<file path="src/rtl/if_fetch_unit_if.sv">
// Bundle of ROM, redirect and IF/ID handshake signals for the fetch unit.
// The master side belongs to the fetch unit; the slave side belongs to its surroundings.
interface if_fetch_unit_if #(
    parameter int ADDR_W = 32,
    parameter int DATA_W = 32
);
    logic              rom_ce_o;
    logic [ADDR_W-1:0] rom_addr_o;
    logic [DATA_W-1:0] rom_inst_i;
    logic              branch_flag_i;
    logic [ADDR_W-1:0] branch_target_i;
    logic              flush_i;
    logic [ADDR_W-1:0] new_pc_i;
    logic              id_ready_i;
    logic              id_valid_o;
    logic [ADDR_W-1:0] id_pc_o;
    logic [DATA_W-1:0] id_inst_o;
    logic              fetch_fault_o;

    modport master (
        output rom_ce_o, rom_addr_o, id_valid_o, id_pc_o, id_inst_o, fetch_fault_o,
        input  rom_inst_i, branch_flag_i, branch_target_i, flush_i, new_pc_i, id_ready_i
    );

    modport slave (
        input  rom_ce_o, rom_addr_o, id_valid_o, id_pc_o, id_inst_o, fetch_fault_o,
        output rom_inst_i, branch_flag_i, branch_target_i, flush_i, new_pc_i, id_ready_i
    );
endinterface

</file>
<file path="src/rtl/if_fetch_unit.sv">
// Instruction-fetch front end: owns the PC, reads the combinational ROM and buffers
// {pc, inst} pairs in a small FIFO drained by IF/ID; redirects flush the buffer.
module if_fetch_unit #(
    parameter int                ADDR_W     = 32,
    parameter int                DATA_W     = 32,
    parameter int                FIFO_DEPTH = 2,
    parameter logic [ADDR_W-1:0] RESET_PC   = '0
) (
    input logic            clk,
    input logic            rst,
    if_fetch_unit_if.master bus
);
    localparam int PTR_W = (FIFO_DEPTH > 1) ? $clog2(FIFO_DEPTH) : 1;
    localparam int CNT_W = PTR_W + 1;

    typedef enum logic [1:0] {
        S_IDLE  = 2'd0,
        S_FETCH = 2'd1,
        S_FAULT = 2'd2
    } state_t;

    state_t            r_state;
    state_t            w_state_next;
    logic [ADDR_W-1:0] r_pc;
    logic [PTR_W-1:0]  r_rd_ptr;
    logic [PTR_W-1:0]  r_wr_ptr;
    logic [CNT_W-1:0]  r_count;

    logic [ADDR_W-1:0] r_pc_mem   [FIFO_DEPTH];
    logic [DATA_W-1:0] r_inst_mem [FIFO_DEPTH];

    logic              w_ce;
    logic              w_valid;
    logic              w_redirect;
    logic [ADDR_W-1:0] w_target;
    logic              w_misaligned;
    logic              w_push;
    logic              w_pop;

    // Fetch permission depends only on registered state, never on id_ready_i.
    assign w_ce         = (r_state == S_FETCH) && (r_count < CNT_W'(FIFO_DEPTH));
    assign w_valid      = (r_count != '0);
    assign w_redirect   = (r_state == S_FETCH) && (bus.flush_i || bus.branch_flag_i);
    assign w_target     = bus.flush_i ? bus.new_pc_i : bus.branch_target_i;
    assign w_misaligned = w_redirect && (w_target[1:0] != 2'b00);
    assign w_push       = w_ce && !w_redirect;
    assign w_pop        = w_valid && bus.id_ready_i && !w_redirect;

    always_comb begin
        w_state_next = r_state;
        case (r_state)
            S_IDLE:  w_state_next = S_FETCH;
            S_FETCH: if (w_misaligned) w_state_next = S_FAULT;
            S_FAULT: w_state_next = S_FAULT;
            default: w_state_next = S_IDLE;
        endcase
    end

    always_ff @(posedge clk or negedge rst) begin
        if (!rst) begin
            r_state <= S_IDLE;
        end else begin
            r_state <= w_state_next;
        end
    end

    // A redirect discards the in-flight word and any pop; a bad target leaves pc alone.
    always_ff @(posedge clk or negedge rst) begin
        if (!rst) begin
            r_pc     <= RESET_PC;
            r_rd_ptr <= '0;
            r_wr_ptr <= '0;
            r_count  <= '0;
        end else if (w_redirect) begin
            r_rd_ptr <= '0;
            r_wr_ptr <= '0;
            r_count  <= '0;
            if (!w_misaligned) begin
                r_pc <= w_target;
            end
        end else begin
            if (w_push) begin
                r_pc     <= r_pc + ADDR_W'(4);
                r_wr_ptr <= r_wr_ptr + PTR_W'(1);
            end
            if (w_pop) begin
                r_rd_ptr <= r_rd_ptr + PTR_W'(1);
            end
            case ({w_push, w_pop})
                2'b10:   r_count <= r_count + CNT_W'(1);
                2'b01:   r_count <= r_count - CNT_W'(1);
                default: r_count <= r_count;
            endcase
        end
    end

    // Storage needs no reset: head contents are masked while the FIFO is empty.
    always_ff @(posedge clk) begin
        if (w_push) begin
            r_pc_mem[r_wr_ptr]   <= r_pc;
            r_inst_mem[r_wr_ptr] <= bus.rom_inst_i;
        end
    end

    assign bus.rom_ce_o      = w_ce;
    assign bus.rom_addr_o    = r_pc;
    assign bus.id_valid_o    = w_valid;
    assign bus.id_pc_o       = w_valid ? r_pc_mem[r_rd_ptr]   : '0;
    assign bus.id_inst_o     = w_valid ? r_inst_mem[r_rd_ptr] : '0;
    assign bus.fetch_fault_o = (r_state == S_FAULT);
endmodule

</file>
<file path="src/flat_wrapper.sv">
// flat-port wrapper written by rule: the top's interface ports become plain ports
module if_fetch_unit_flat 
#(
    parameter int                ADDR_W     = 32,
    parameter int                DATA_W     = 32,
    parameter int                FIFO_DEPTH = 2,
    parameter logic [ADDR_W-1:0] RESET_PC   = '0
)
  (clk, rst, bus_rom_ce_o, bus_rom_addr_o, bus_id_valid_o, bus_id_pc_o, bus_id_inst_o, bus_fetch_fault_o, bus_rom_inst_i, bus_branch_flag_i, bus_branch_target_i, bus_flush_i, bus_new_pc_i, bus_id_ready_i);
  if_fetch_unit_if #(.ADDR_W(ADDR_W), .DATA_W(DATA_W)) bus_i ();
  input logic clk;
  input logic rst;
  output wire logic [$bits(bus_i.rom_ce_o)-1:0] bus_rom_ce_o;
  output wire logic [$bits(bus_i.rom_addr_o)-1:0] bus_rom_addr_o;
  output wire logic [$bits(bus_i.id_valid_o)-1:0] bus_id_valid_o;
  output wire logic [$bits(bus_i.id_pc_o)-1:0] bus_id_pc_o;
  output wire logic [$bits(bus_i.id_inst_o)-1:0] bus_id_inst_o;
  output wire logic [$bits(bus_i.fetch_fault_o)-1:0] bus_fetch_fault_o;
  input wire logic [$bits(bus_i.rom_inst_i)-1:0] bus_rom_inst_i;
  input wire logic [$bits(bus_i.branch_flag_i)-1:0] bus_branch_flag_i;
  input wire logic [$bits(bus_i.branch_target_i)-1:0] bus_branch_target_i;
  input wire logic [$bits(bus_i.flush_i)-1:0] bus_flush_i;
  input wire logic [$bits(bus_i.new_pc_i)-1:0] bus_new_pc_i;
  input wire logic [$bits(bus_i.id_ready_i)-1:0] bus_id_ready_i;
  assign bus_rom_ce_o = bus_i.rom_ce_o;
  assign bus_rom_addr_o = bus_i.rom_addr_o;
  assign bus_id_valid_o = bus_i.id_valid_o;
  assign bus_id_pc_o = bus_i.id_pc_o;
  assign bus_id_inst_o = bus_i.id_inst_o;
  assign bus_fetch_fault_o = bus_i.fetch_fault_o;
  assign bus_i.rom_inst_i = bus_rom_inst_i;
  assign bus_i.branch_flag_i = bus_branch_flag_i;
  assign bus_i.branch_target_i = bus_branch_target_i;
  assign bus_i.flush_i = bus_flush_i;
  assign bus_i.new_pc_i = bus_new_pc_i;
  assign bus_i.id_ready_i = bus_id_ready_i;
  if_fetch_unit #(.ADDR_W(ADDR_W), .DATA_W(DATA_W), .FIFO_DEPTH(FIFO_DEPTH), .RESET_PC(RESET_PC)) u_core (.clk(clk), .rst(rst), .bus(bus_i));
endmodule
</file>
<file path="config.mk">
export PLATFORM = sky130hd
export DESIGN_NAME = if_fetch_unit_flat
export DESIGN_NICKNAME = d
export VERILOG_FILES = /design/src/rtl/if_fetch_unit_if.sv /design/src/rtl/if_fetch_unit.sv /design/src/flat_wrapper.sv
export SDC_FILE = /design/constraint.sdc
export NUM_CORES = 1
export LEC_CHECK = 0
export ABC_AREA = 1
export CORE_MARGIN = 2
export CORE_UTILIZATION = 30
export CTS_CLUSTER_DIAMETER = 30
export DETAILED_ROUTE_END_ITERATION = 12
export GPL_TIMING_DRIVEN = 0
export HOLD_SLACK_MARGIN = 0.1
export PLACE_DENSITY = 0.53
export SETUP_SLACK_MARGIN = 0.02
export SLEW_MARGIN = 40
export SYNTH_ARGS = -nofsm -noshare
export SYNTH_HDL_FRONTEND = slang
export SYNTH_SLANG_ARGS = --single-unit
</file>
<file path="constraint.sdc">
create_clock -name clk -period 11.25 [get_ports clk]
set_input_delay 1.6875 -clock clk [delete_from_list [all_inputs] [get_ports clk]]
set_output_delay 1.6875 -clock clk [all_outputs]
set_load 0.01 [all_outputs]
</file>
==> impl_metrics.tcl <==
set metrics [dict create \
    core.rowCount 58 \
    vdd_drop_max_v 0.0000946 \
    crit_path_top_delay_cell "clkdlybuf4s50_1" \
    hold_violations 0 \
    path_clk_slew_ps 60 \
    wl_per_cell_um 15.5 \
    fillers 2433 \
    combPwrFrac 0.465 \
    power_density_nw_per_um2 262 \
    cp_max_fo 10 \
    avgSynthCellArea_um2 9.13 \
    vias 6404 \
    antenna_found_initial 0 \
    p_clk_frac 0.195 \
    status "complete, no violations" \
    seqPwrFrac 0.339 \
    ys.flop_type "edfxtp_1" \
    cts_sinks 166 \
    ys_ff_latch 166 \
    cts_setup_buffers 0 \
    grt_pass1_vias 6146 \
    grt_max_degree 39 \
    ys_types 33 \
    critical_path.max_stage_delay_ps 560 \
    cts_tree "yes" \
    worstPathRequired_ps 9560 \
    tightest_slew_ps 696 \
    period_needed_ps 4410 \
    cp.arrival_ps 2720 \
    async_flop_share 0.229 \
    fin_area_um2 10900 \
    grt.overflow.total 0 \
    area_growth_pct 40.9 \
    finClkSkew_ps 17.1 \
    core_area_um2 25200 \
    drive_above_1_share 0.0555 \
    fin_crit_sh 0.392 \
    synth_nets 950 \
    worstSkewPairLatency_ps 430 \
    rsz0062_at_grt "no" \
    ctsResizeCount 0 \
    timing.rr.start "u_core.r_state[1]" \
    critical_path.cell_chain "inv_1 > clkbuf_1 > clkbuf_1 > nand2_1 > a21oi_1 > clkdlybuf4s50_1" \
    fmax_mhz 227 \
    cpLargestDelayFamily "buffers and inverters" \
    drt_iter0_markers 353 \
    viasPerCell 4.54 \
    synth_edf_count 128 \
    nets 1175 \
    yosys_warnings 0 \
    slew_headroom 0.536 \
    drv_slew 0 \
    grt_pass1_wl_um 33600 \
    swShare 0.395 \
    portBuffers 198 \
    cts_buffers 17 \
    cp_common_cell "clkbuf_1" \
    hp-class "register to register" \
    place_area_um2 10300 \
    yosysSeqAreaShare 0.622 \
    grtUsageTotal 0.164 \
    p_total_mw 2.84 \
    drv_cap 0 \
    critPathBufInv 4 \
    net-switching-power_mw 1.12 \
    path_class "register to output port" \
    dpl.hpwl_um 16200 \
    final_util 0.431 \
    root_buffer "clkbuf_16" \
    syn_area_um2 7710 \
    place_congestion 0.820 \
    start_kind "register" \
    drc 0 \
    crit_start "u_core.r_rd_ptr" \
    io_pins 200 \
    cp-end-kind "output port" \
    ant_nets 0 \
    p_int_mw 1.72 \
    htree_levels 4 \
    setup_violations 0 \
    clk_path_buf_depth 2 \
    start_util 0.306 \
    die_w_um 164 \
    die_area_um2 27000 \
    wirelength_um 21900 \
    p_leak_nw 4.28 \
    synth_cells 844 \
    drtPass1Iterations 5 \
    cts_hold_buf 0 \
    setup_tns_ps 0 \
    diodes 0 \
    die_h_um 164 \
    hold_start "u_core.r_count[0]" \
]
[synth_stat cells (all sizes together) (3+ instances only)]
| master | instances | area, um2 |
|---|---|---|
| dfrtp | 38 | 951 |
| nand3b | 3 | 22.5 |
| edfxtp | 128 | 3840 |
| a21oi | 97 | 485 |
| inv | 54 | 205 |
| nor2 | 75 | 284 |
| nand2 | 319 | 1200 |
| buf | 18 | 88.8 |
| clkbuf | 22 | 82.6 |
| nand3 | 29 | 150 |
| o21ai | 42 | 221 |
| ha | 5 | 62.6 |
[cell usage in the layout, fill, tap and decap left out, drive strengths merged]
cell | synthesis | routed
edfxtp | 128 | 128
xnor2 | 2 | 2
buf | 18 | 27
o31ai | 1 | 1
a21oi | 97 | 97
o21ai | 42 | 42
nor2 | 75 | 75
dfrtp | 38 | 38
a21boi | 2 | 2
ha | 5 | 5
nand3 | 29 | 29
xor2 | 1 | 1
nand2 | 319 | 319
clkbuf | 22 | 40
o22ai | 1 | 1
mux2i | 1 | 1
clkdlybuf4s50 | 0 | 197
a31oi | 1 | 1
inv | 54 | 68
or2 | 1 | 1
nand3b | 3 | 3
and2 | 1 | 1
o211ai | 2 | 2
o21bai | 1 | 1
[sequential cells by signal, summed over array words and instances (netlist names)]
name / count
u_core.bus.rom_addr_o: 32
u_core.r_wr_ptr: 1
u_core.r_pc_mem: 64
u_core.r_state: 2
u_core.r_inst_mem: 64
u_core.r_rd_ptr: 1
u_core.r_count: 2
[per-stage QoR]
step | hold slack (ps) | worst slack, ps | instances
final | 499 | 6850 | 1412
after global routing | 507 | 6550 | 1412
after CTS | 502 | 6700 | 1412
after detailed placement | 493 | 7160 | 1380
after global placement | 491 | 3560 | 1372
after floorplan | 462 | 5910 | 844
[power groups by stage]
stage	sequential [mW]	combinational, mW	clock, mW
final	0.965	1.32	0.555
after global routing	0.987	1.47	0.598
after CTS	0.967	1.35	0.573
after detailed placement	0.980	1.34	0
after global placement	0.991	1.30	0
after floorplan	0.963	0.637	0
[cell type report]
type | instances | area (um2) | share of cell area
sequential | 166 | 4790 | 0.441
timing repair buffer | 206 | 2160 | 0.199
inverter | 54 | 205 | 0.0189
buffer | 40 | 171 | 0.0158
multi-input combinational | 584 | 2550 | 0.235
clock inverter | 14 | 125 | 0.0115
clock buffer | 18 | 439 | 0.0404
tap | 330 | 413 | 0.0380
[final timing paths]
path	to	cells after the start	slack, ps
min in group asynchronous	u_core.bus.rom_addr_o[24]	1	1240
worst max register to register	u_core.r_count[1]	11	8950
worst min-delay path	u_core.r_count[0]	1	500
max in group asynchronous	u_core.bus.rom_addr_o[23]	1	9630
worst min register to register	u_core.r_count[0]	1	500
worst max-delay path	bus_id_inst_o[26]	6	6850
[metal layers]
metal | GRT usage | up-vias | part of all wire
met5 | 0 | - | 0
met4 | 0.0323 | 0 | 0.0063
met3 | 0.0402 | 11 | 0.064
met2 | 0.272 | 210 | 0.47
met1 | 0.219 | 2932 | 0.46
li1 | - | 3251 | -
[logic make-up (layout without fill, tap and decap cells)]
group | after synthesis | in the layout | synth area share
AOI/OAI and AO/OA | 147 | 147 | 0.0992
xor gates and xnor gates | 3 | 3 | 0.00341
adders and majority gates | 5 | 5 | 0.00812
buffers and inverters | 94 | 332 | 0.0489
DFF | 166 | 166 | 0.622
muxes | 1 | 1 | 0.00130
and+or+nand+nor | 428 | 428 | 0.217
Note: power is estimated with default switching activity, not from simulation.
